`src/rtl/uart_rx_fifo_if.sv`:
```
// Host read port of the UART receiver.
//
// Handshake: r_data holds the FIFO head word and is valid whenever
// rx_empty=0. The host consumes that word by holding rd_uart high for one
// clk while rx_empty=0. rd_uart while rx_empty=1 is ignored.
// frame_err and overrun are one-cycle status pulses from the receiver.
//
// Signals:
//   rd_uart   host -> rx   pop request
//   r_data    rx -> host   FIFO head word (first-word-fallthrough)
//   rx_empty  rx -> host   FIFO empty
//   rx_full   rx -> host   FIFO full
//   frame_err rx -> host   stop bit sampled low, word discarded
//   overrun   rx -> host   word arrived while FIFO full, word dropped
interface uart_rx_fifo_if #(
  parameter int DBIT = 8
);
  logic            rd_uart;
  logic [DBIT-1:0] r_data;
  logic            rx_empty;
  logic            rx_full;
  logic            frame_err;
  logic            overrun;

  modport master (
    output rd_uart,
    input  r_data,
    input  rx_empty,
    input  rx_full,
    input  frame_err,
    input  overrun
  );

  modport slave (
    input  rd_uart,
    output r_data,
    output rx_empty,
    output rx_full,
    output frame_err,
    output overrun
  );
endinterface

```
`src/rtl/uart_rx_fifo.sv`:
```
// UART receive path: 2-flop synchronizer on rx, 16x oversampling deframer
// for 8N1-style characters, and a small first-word-fallthrough FIFO that
// feeds the host read port.
//
// Ports:
//   clk       system clock, all logic on posedge
//   reset     asynchronous, active-high reset
//   rx        serial line, idle high, asynchronous to clk
//   host      read port (slave side of uart_rx_fifo_if)
//   dbg_state current deframer state (0 IDLE, 1 START, 2 DATA, 3 STOP)
module uart_rx_fifo #(
  parameter int DBIT    = 8,
  parameter int SB_TICK = 16,
  parameter int DVSR    = 163,
  parameter int FIFO_W  = 2
) (
  input  logic               clk,
  input  logic               reset,
  input  logic               rx,
  uart_rx_fifo_if.slave      host,
  output logic [1:0]         dbg_state
);

  localparam int CW    = (DVSR > 1) ? $clog2(DVSR) : 1;
  localparam int NW    = (DBIT > 1) ? $clog2(DBIT) : 1;
  // s is 4 bits for the usual 16-tick stop bit; it widens so that 1.5 and
  // 2 stop bits (24 / 32 ticks) can still be counted.
  localparam int SW    = (SB_TICK > 16) ? $clog2(SB_TICK) : 4;
  localparam int DEPTH = 2 ** FIFO_W;

  typedef enum logic [1:0] {
    IDLE  = 2'd0,
    START = 2'd1,
    DATA  = 2'd2,
    STOP  = 2'd3
  } state_t;

  // ---------------------------------------------------------------------
  // Oversampling tick: one-clk pulse every DVSR clocks
  // ---------------------------------------------------------------------
  logic [CW-1:0] tick_cnt;
  logic          tick;

  assign tick = (tick_cnt == CW'(DVSR - 1));

  always_ff @(posedge clk or posedge reset) begin
    if (reset) begin
      tick_cnt <= '0;
    end else if (tick) begin
      tick_cnt <= '0;
    end else begin
      tick_cnt <= tick_cnt + 1'b1;
    end
  end

  // ---------------------------------------------------------------------
  // rx synchronizer; resets to the idle level so reset never looks like a
  // start bit
  // ---------------------------------------------------------------------
  logic rx_meta;
  logic rx_s;

  always_ff @(posedge clk or posedge reset) begin
    if (reset) begin
      rx_meta <= 1'b1;
      rx_s    <= 1'b1;
    end else begin
      rx_meta <= rx;
      rx_s    <= rx_meta;
    end
  end

  // ---------------------------------------------------------------------
  // Deframer FSM
  // ---------------------------------------------------------------------
  state_t          state, state_next;
  logic [SW-1:0]   s, s_next;
  logic [NW-1:0]   n, n_next;
  logic [DBIT-1:0] b, b_next;
  logic            stop_sample;

  always_ff @(posedge clk or posedge reset) begin
    if (reset) begin
      state <= IDLE;
      s     <= '0;
      n     <= '0;
      b     <= '0;
    end else begin
      state <= state_next;
      s     <= s_next;
      n     <= n_next;
      b     <= b_next;
    end
  end

  always_comb begin
    state_next  = state;
    s_next      = s;
    n_next      = n;
    b_next      = b;
    stop_sample = 1'b0;
    case (state)
      IDLE: begin
        // Falling edge detection needs no tick; s restarts so the mid-start
        // check lands 8 ticks later.
        if (!rx_s) begin
          state_next = START;
          s_next     = '0;
        end
      end
      START: begin
        if (tick) begin
          if (s == SW'(7)) begin
            if (!rx_s) begin
              state_next = DATA;
              s_next     = '0;
              n_next     = '0;
            end else begin
              // Line went high again before mid start bit: a glitch.
              state_next = IDLE;
            end
          end else begin
            s_next = s + 1'b1;
          end
        end
      end
      DATA: begin
        if (tick) begin
          if (s == SW'(15)) begin
            s_next = '0;
            b_next = {rx_s, b[DBIT-1:1]};
            n_next = n + 1'b1;
            if (n == NW'(DBIT - 1)) begin
              state_next = STOP;
            end
          end else begin
            s_next = s + 1'b1;
          end
        end
      end
      STOP: begin
        if (tick) begin
          if (s == SW'(SB_TICK - 1)) begin
            stop_sample = 1'b1;
            state_next  = IDLE;
          end else begin
            s_next = s + 1'b1;
          end
        end
      end
      default: state_next = IDLE;
    endcase
  end

  assign dbg_state = state;

  // ---------------------------------------------------------------------
  // FIFO
  // ---------------------------------------------------------------------
  logic [DBIT-1:0]   mem [DEPTH];
  logic [FIFO_W-1:0] wptr, rptr, wptr_succ, rptr_succ;
  logic              full, empty;
  logic              push_req, pop, push_ok, drop;
  logic              frame_err_q, overrun_q;

  assign push_req  = stop_sample & rx_s;
  assign pop       = host.rd_uart & ~empty;
  // A simultaneous pop frees the slot the push needs, so a full FIFO only
  // drops the word when nobody is reading in that cycle.
  assign push_ok   = push_req & (~full | pop);
  assign drop      = push_req & full & ~pop;
  assign wptr_succ = wptr + 1'b1;
  assign rptr_succ = rptr + 1'b1;

  always_ff @(posedge clk or posedge reset) begin
    if (reset) begin
      for (int i = 0; i < DEPTH; i++) begin
        mem[i] <= '0;
      end
    end else if (push_ok) begin
      mem[wptr] <= b;
    end
  end

  always_ff @(posedge clk or posedge reset) begin
    if (reset) begin
      wptr  <= '0;
      rptr  <= '0;
      full  <= 1'b0;
      empty <= 1'b1;
    end else begin
      case ({push_ok, pop})
        2'b10: begin
          wptr  <= wptr_succ;
          empty <= 1'b0;
          full  <= (wptr_succ == rptr);
        end
        2'b01: begin
          rptr  <= rptr_succ;
          full  <= 1'b0;
          empty <= (rptr_succ == wptr);
        end
        2'b11: begin
          wptr <= wptr_succ;
          rptr <= rptr_succ;
        end
        default: ;
      endcase
    end
  end

  // Status pulses are registered so they line up with the FIFO flag update.
  always_ff @(posedge clk or posedge reset) begin
    if (reset) begin
      frame_err_q <= 1'b0;
      overrun_q   <= 1'b0;
    end else begin
      frame_err_q <= stop_sample & ~rx_s;
      overrun_q   <= drop;
    end
  end

  assign host.r_data    = mem[rptr];
  assign host.rx_empty  = empty;
  assign host.rx_full   = full;
  assign host.frame_err = frame_err_q;
  assign host.overrun   = overrun_q;

endmodule
```
`src/flat_wrapper.sv`:
```
// flat-port wrapper written by rule: the top's interface ports become plain ports
module uart_rx_fifo_flat 
#(
  parameter int DBIT    = 8,
  parameter int SB_TICK = 16,
  parameter int DVSR    = 163,
  parameter int FIFO_W  = 2
)
  (clk, reset, rx, dbg_state, host_rd_uart, host_r_data, host_rx_empty, host_rx_full, host_frame_err, host_overrun);
  uart_rx_fifo_if #(.DBIT(DBIT)) host_i ();
  input  logic clk;
  input  logic reset;
  input  logic rx;
  output logic [1:0] dbg_state;
  input wire logic [$bits(host_i.rd_uart)-1:0] host_rd_uart;
  output wire logic [$bits(host_i.r_data)-1:0] host_r_data;
  output wire logic [$bits(host_i.rx_empty)-1:0] host_rx_empty;
  output wire logic [$bits(host_i.rx_full)-1:0] host_rx_full;
  output wire logic [$bits(host_i.frame_err)-1:0] host_frame_err;
  output wire logic [$bits(host_i.overrun)-1:0] host_overrun;
  assign host_i.rd_uart = host_rd_uart;
  assign host_r_data = host_i.r_data;
  assign host_rx_empty = host_i.rx_empty;
  assign host_rx_full = host_i.rx_full;
  assign host_frame_err = host_i.frame_err;
  assign host_overrun = host_i.overrun;
  uart_rx_fifo #(.DBIT(DBIT), .SB_TICK(SB_TICK), .DVSR(DVSR), .FIFO_W(FIFO_W)) u_core (.clk(clk), .reset(reset), .rx(rx), .host(host_i), .dbg_state(dbg_state));
endmodule
```
`config.mk`:
```
export PLATFORM = sky130hd
export DESIGN_NAME = uart_rx_fifo_flat
export DESIGN_NICKNAME = d
export VERILOG_FILES = /design/src/rtl/uart_rx_fifo_if.sv /design/src/rtl/uart_rx_fifo.sv /design/src/flat_wrapper.sv
export SDC_FILE = /design/constraint.sdc
export NUM_CORES = 1
export LEC_CHECK = 0
export ABC_AREA = 1
export BUFFER_PORTS_ARGS = -buffer_cell sky130_fd_sc_hd__clkbuf_2
export CELL_PAD_IN_SITES_DETAIL_PLACEMENT = 1
export CELL_PAD_IN_SITES_GLOBAL_PLACEMENT = 2
export CORE_UTILIZATION = 38
export CTS_CLUSTER_DIAMETER = 150
export CTS_CLUSTER_SIZE = 14
export DETAILED_ROUTE_END_ITERATION = 8
export GPL_ROUTABILITY_DRIVEN = 0
export HOLD_SLACK_MARGIN = 0.06
export MAX_ROUTING_LAYER = met4
export PLACE_DENSITY_LB_ADDON = 0.1
export SLEW_MARGIN = 20
export SYNTH_ARGS = -nofsm -noshare
export SYNTH_HDL_FRONTEND = slang
export SYNTH_SLANG_ARGS = --single-unit
```
`constraint.sdc`:
```
create_clock -name clk -period 2.6 [get_ports clk]
set_input_delay 0.52 -clock clk [delete_from_list [all_inputs] [get_ports clk]]
set_output_delay 0.52 -clock clk [all_outputs]
set_load 0.05 [all_outputs]
```
# Word-level counts from Yosys, hierarchy flattened
# Index checks and enable logic that the tools add are counted.
word_totals:
  latchBits: 0
  romBits: 0
  output_inout_bits: 14
  ram_bits: 0
  inputBits: 4
  register_bits: 67
  n_memories: 0
op_classes:
  mux: 36
  eq_ne: 22
  reduce_logical: 10
  n_shift: 0
  multipliers: 0
  bitwise_logic: 13
  n_lt_le_gt_ge: 3
  addsub: 5
  div: 0
ops:
  columns: ["cell", "count"]
  rows:
  - ["32-bit bitwise mux", 1]
  - ["8-bit two-way mux", 4]
  - ["4-bit two-way mux", 7]
  - ["2-bit two-way mux", 9]
  - ["8-bit binary-select mux with 2-bit select", 1]
  - ["8-bit demux with 2-bit select", 1]
  - ["4-bit case mux with 4 select lines", 1]
  - ["3-bit two-way mux", 5]
  - ["2-bit by 1-bit inequality test with 1-bit output (second input constant)", 7]
  - ["8-bit by 1-bit adder with 8-bit output (second input constant)", 1]
  - ["2-bit equality test (second input constant)", 4]
  - ["8-bit equality test (second input constant)", 1]
  - ["2-bit case mux with 4 select lines", 1]
  - ["8-bit AND reduction", 1]
  - ["1-bit bitwise AND", 6]
  - ["3-bit greater-or-equal comparator (second input constant)", 2]
  - ["2-bit inequality test (second input constant)", 3]
  - ["2-bit NOT with 3-bit output", 2]
  - ["3-bit case mux with 2 select lines", 1]
  - ["6-bit AND reduction", 1]
  - ["2-bit by 1-bit adder with 2-bit output (second input constant)", 2]
  - ["4-bit by 1-bit adder with 4-bit output (second input constant)", 1]
  - ["2-bit by 1-bit equality test with 1-bit output (second input constant)", 2]
  - ["2-bit equality test", 2]
  - ["other kinds (15)", 23]

# Logic depth before layout (Yosys ltp)
depth:
  ltp_word: 8
  ltp_mapped: 13

# Worst setup path after synthesis
# No wires, ideal clock.
synth_timing:
  path_kind: "reg-to-output"
  startpoint: "register u_core.rptr[0]"
  endpoint: "output host_r_data[6]"
  t_arrival_ns: 1.801
  setup_slack_ns: 0.279
  path_stages_with_launch: 6
  path_buffers: 2
  cell_sequence: "dfrtp_1 -> buf_2 -> inv_1 -> buf_1 -> o21ai_0 -> o22ai_1"
synth_between:
  elab_chain_cells: 4
synth_lines:
  columns: ["item", "line_no", "source"]
  rows:
  - ["start, declared", "uart_rx_fifo.sv:161", "logic [FIFO_W-1:0] wptr, rptr, wptr_succ, rptr_succ;"]
  - ["start signal, assigned", "uart_rx_fifo.sv:199", "rptr <= rptr_succ;"]
  - ["start signal, assigned", "uart_rx_fifo.sv:205", "rptr <= rptr_succ;"]
  - ["2-bit NOT with 3-bit output (implied by the code)", "uart_rx_fifo.sv:223", "assign host.r_data = mem[rptr];"]
  - ["8-bit binary-select mux with 2-bit select", "uart_rx_fifo.sv:223", null]
  - ["8-bit two-way mux (implied by the code) (2 in series)", "uart_rx_fifo.sv:223", null]
  - ["end, declared", "flat_wrapper.sv:16", "output wire logic [$bits(host_i.r_data)-1:0] host_r_data;"]
# Every way passes these cells. The select of a mux whose other input is x is not followed.

# Final worst setup path
layout_timing:
  startpoint: "register u_core.rptr[0]"
  endpoint: "output host_r_data[5]"
# The elaborated chain is that of the path after synthesis.

==> impl_metrics.ini <==
[status]
status = finished, final reports clean

[clock_network]
cts_max_level = 3
cts_tree = done
cts-buffers-inserted = 9
cts_hold_buf = 0
cts_sinks = 67
ctsResizeCount = 0
cts_setup_buffers = 0
cts_max_path_buffers = 2
clockRootBuffer = clkbuf_8
path_clk_slew_ps = 80
clk_latency_ps = 340

[critical_path]
crit_required_ps = 2080
worst_ep_arrival_time_ps = 1740
critPathCaptureType = output pin
crit_chain = inv_1, o21ai_0, o22ai_1, clkbuf_2
max_stage_delay_ps = 410
criticalPathCategory = register to output pin
start_kind = register
critical-path-slowest-cell = inv_1
crit_fanout = 17

[floorplanning]
ios = 18
core-area_um2 = 8760
dieArea_um2 = 9520
rows = 34
die_w_um = 97.6
initial_core_util = 0.396
die_h_um = 97.6

[detailed_routing]
ant_nets = 0
first_iter_violations = 118
drc = 0
drt-total-wl_mm = 8.62
vias = 2787
viasPerCell = 5.27
first_pass_iters = 4
avgRoutedWirePerCell_um = 16.3

[logic_synthesis]
yosysTopAreaCell = dfrtp_1
yosysWarnings = 0
ys_ff_latch = 67
syn_area_per_cell_um2 = 8.72
synth_edf_count = 0
synth_top_area_share = 0.461
synth_common_cells = nand2_1, dfrtp_1, nand4_1, nor2_1, inv_1
post-synth-top-count-cell = nand2_1
syn-cell-area_um2 = 3470
async_flop_share = 1.00
synthTopCellsByArea = dfrtp_1, nand2_1, nand4_1
ys_seq_area_frac = 0.484
synth_cell_types = 35
syn_inst = 398
synthFlopType = dfrtp_1
synthesis.nets = 414

[timing]
period_share = 0.869
hold_violations = 0
layout_min_cycle_time_ps = 2260
maxSlewHeadroom = 0.630
skew_ps = 9.78
max_freq_mhz = 443
drv_slew = 0
tns_ps = 0
rsz0062_at_grt = no
setup_viol = 0
tightest_slew_ps = 555

[pwr]
p_clk_frac = 0.442
p_seq_frac = 0.542
switching_share = 0.215
switchingPower_mw = 0.417
power_density_nw_per_um2 = 504
p_leak_nw = 2.04
combPwrFrac = 0.016
vdd_ir_drop_max_mv = 0.225
p_int_mw = 1.52

[grt]
grtUsageTotal = 0.208
grt_max_degree = 38
grt_antenna_before_repair = 0
grt_pass1_vias = 2891
grt_pass1_wl_mm = 15.1
overflow = 0

[min_path]
hp-class = primary input to async pin

[layout]
diodes = 0
drive_gt1_frac = 0.140
layoutNonFillerInstCount = 529
n_fill_cell = 1026
area_delta_synth_final_pct = 10.6
final_nets = 432

[placed_design]
dp.cells = 513
port_buffers = 17
dpl.hpwl_mm = 5.82

[flow_run]
drv_cap = 0
## cells by family after synthesis
| family | Yosys count | share of synthesized area |
|---|---|---|
| buffers and inverters | 52 | 0.0696 |
| AND/OR/NAND/NOR | 207 | 0.301 |
| AO/OA/AOI/OAI | 51 | 0.0797 |
| flip-flops | 67 | 0.484 |
| adder cells (fa/ha/maj) | 12 | 0.0433 |
| XOR/XNOR | 9 | 0.0227 |
## final cells by class
| class | instances | area, µm² | area share |
|---|---|---|---|
| clock buffer | 13 | 149 | 0.0388 |
| clock inverter | 3 | 40.0 | 0.0104 |
| inverter | 34 | 128 | 0.0332 |
| multi-input combinational | 279 | 1550 | 0.404 |
| sequential | 67 | 1680 | 0.438 |
| tap | 108 | 135 | 0.0352 |
| timing repair buffer | 25 | 158 | 0.0411 |
## registers in the layout, summed over array words and instances, names as in the netlist, named ones only
name	cells
u_core.mem	32
u_core.b	8
u_core.tick_cnt	8
u_core.s	4
u_core.n	3
u_core.rptr	2
u_core.wptr	2
u_core.dbg_state	1
u_core.host.frame_err	1
u_core.host.overrun	1
u_core.host.rx_empty	1
u_core.host.rx_full	1
u_core.rx_meta	1
u_core.rx_s	1
## stage by stage
stage | hold slack [ps] | setup WS [ps] | instance area (µm²) | util | power, mW
global route | 234 | 137 | 3840 | 0.438 | 2.01
floorplan | 345 | 279 | 3470 | - | 1.09
CTS | 205 | 327 | 3840 | 0.438 | 1.96
detailed placement | 348 | 567 | 3650 | 0.416 | 1.10
finish | 202 | 341 | 3840 | 0.438 | 1.94
global placement | 348 | 633 | 3650 | 0.416 | 1.10
## critical path: cells and delay by family, from the launching register on
| kind | cells | cell delay (ps) |
|---|---|---|
| flip-flops | 1 | 380 |
| buffers and inverters | 2 | 710 |
| AO/OA/AOI/OAI | 2 | 300 |
## routing by layer
| metal | global-route usage | routed length (µm) |
|---|---|---|
| met1 | 0.289 | 4430 |
| met2 | 0.317 | 3910 |
| met3 | 0.0317 | 157 |
| met4 | 0.0600 | 112 |
| met5 | - | 0 |
## power by group through the flow
| stage | clock network, mW | registers [mW] | logic, mW |
|---|---|---|---|
| after floorplan | 0 | 1.06 | 0.0212 |
| after global placement | 0 | 1.07 | 0.0329 |
| after detailed placement | 0 | 1.07 | 0.0332 |
| after CTS | 0.883 | 1.05 | 0.0334 |
| after global routing | 0.920 | 1.05 | 0.0372 |
| final | 0.856 | 1.05 | 0.0311 |
## placed cells by master, fill, tap and decap left out, types with 4 or more instances in the layout
master / Yosys / final
nand2_1: 108 / 108
dfrtp_1: 64 / 64
nand4_1: 36 / 36
nor2_1: 33 / 33
inv_1: 31 / 30
o21ai_0: 26 / 26
clkbuf_2: 4 / 17
nand3_1: 13 / 13
ha_1: 12 / 12
clkbuf_8: 0 / 10
o22ai_1: 9 / 9
a21oi_1: 8 / 8
xor2_1: 7 / 7
buf_4: 2 / 7
nand4_4: 5 / 5
o21ai_1: 5 / 5
inv_2: 3 / 4
## path summary, 6_finish.rpt
path	startpoint	endpoint	slack, ps	depth (start not counted)
min in group clk	rx	u_core.rx_meta$_DFF_PP1_	270	1
max in group asynchronous	reset	u_core.host.rx_empty$_DFFE_PP1P_	1750	3
worst max-delay path	u_core.rptr[0]$_DFFE_PP0P_	host_r_data[5]	340	4
worst max register to register	u_core.s[0]$_DFFE_PP0P_	u_core.host.rx_empty$_DFFE_PP1P_	550	11
worst min-delay path	reset	u_core.host.overrun$_DFF_PP0_	200	2
worst min register to register	u_core.rx_meta$_DFF_PP1_	u_core.rx_s$_DFF_PP1_	360	0
Power figures use the tool's default switching activity.
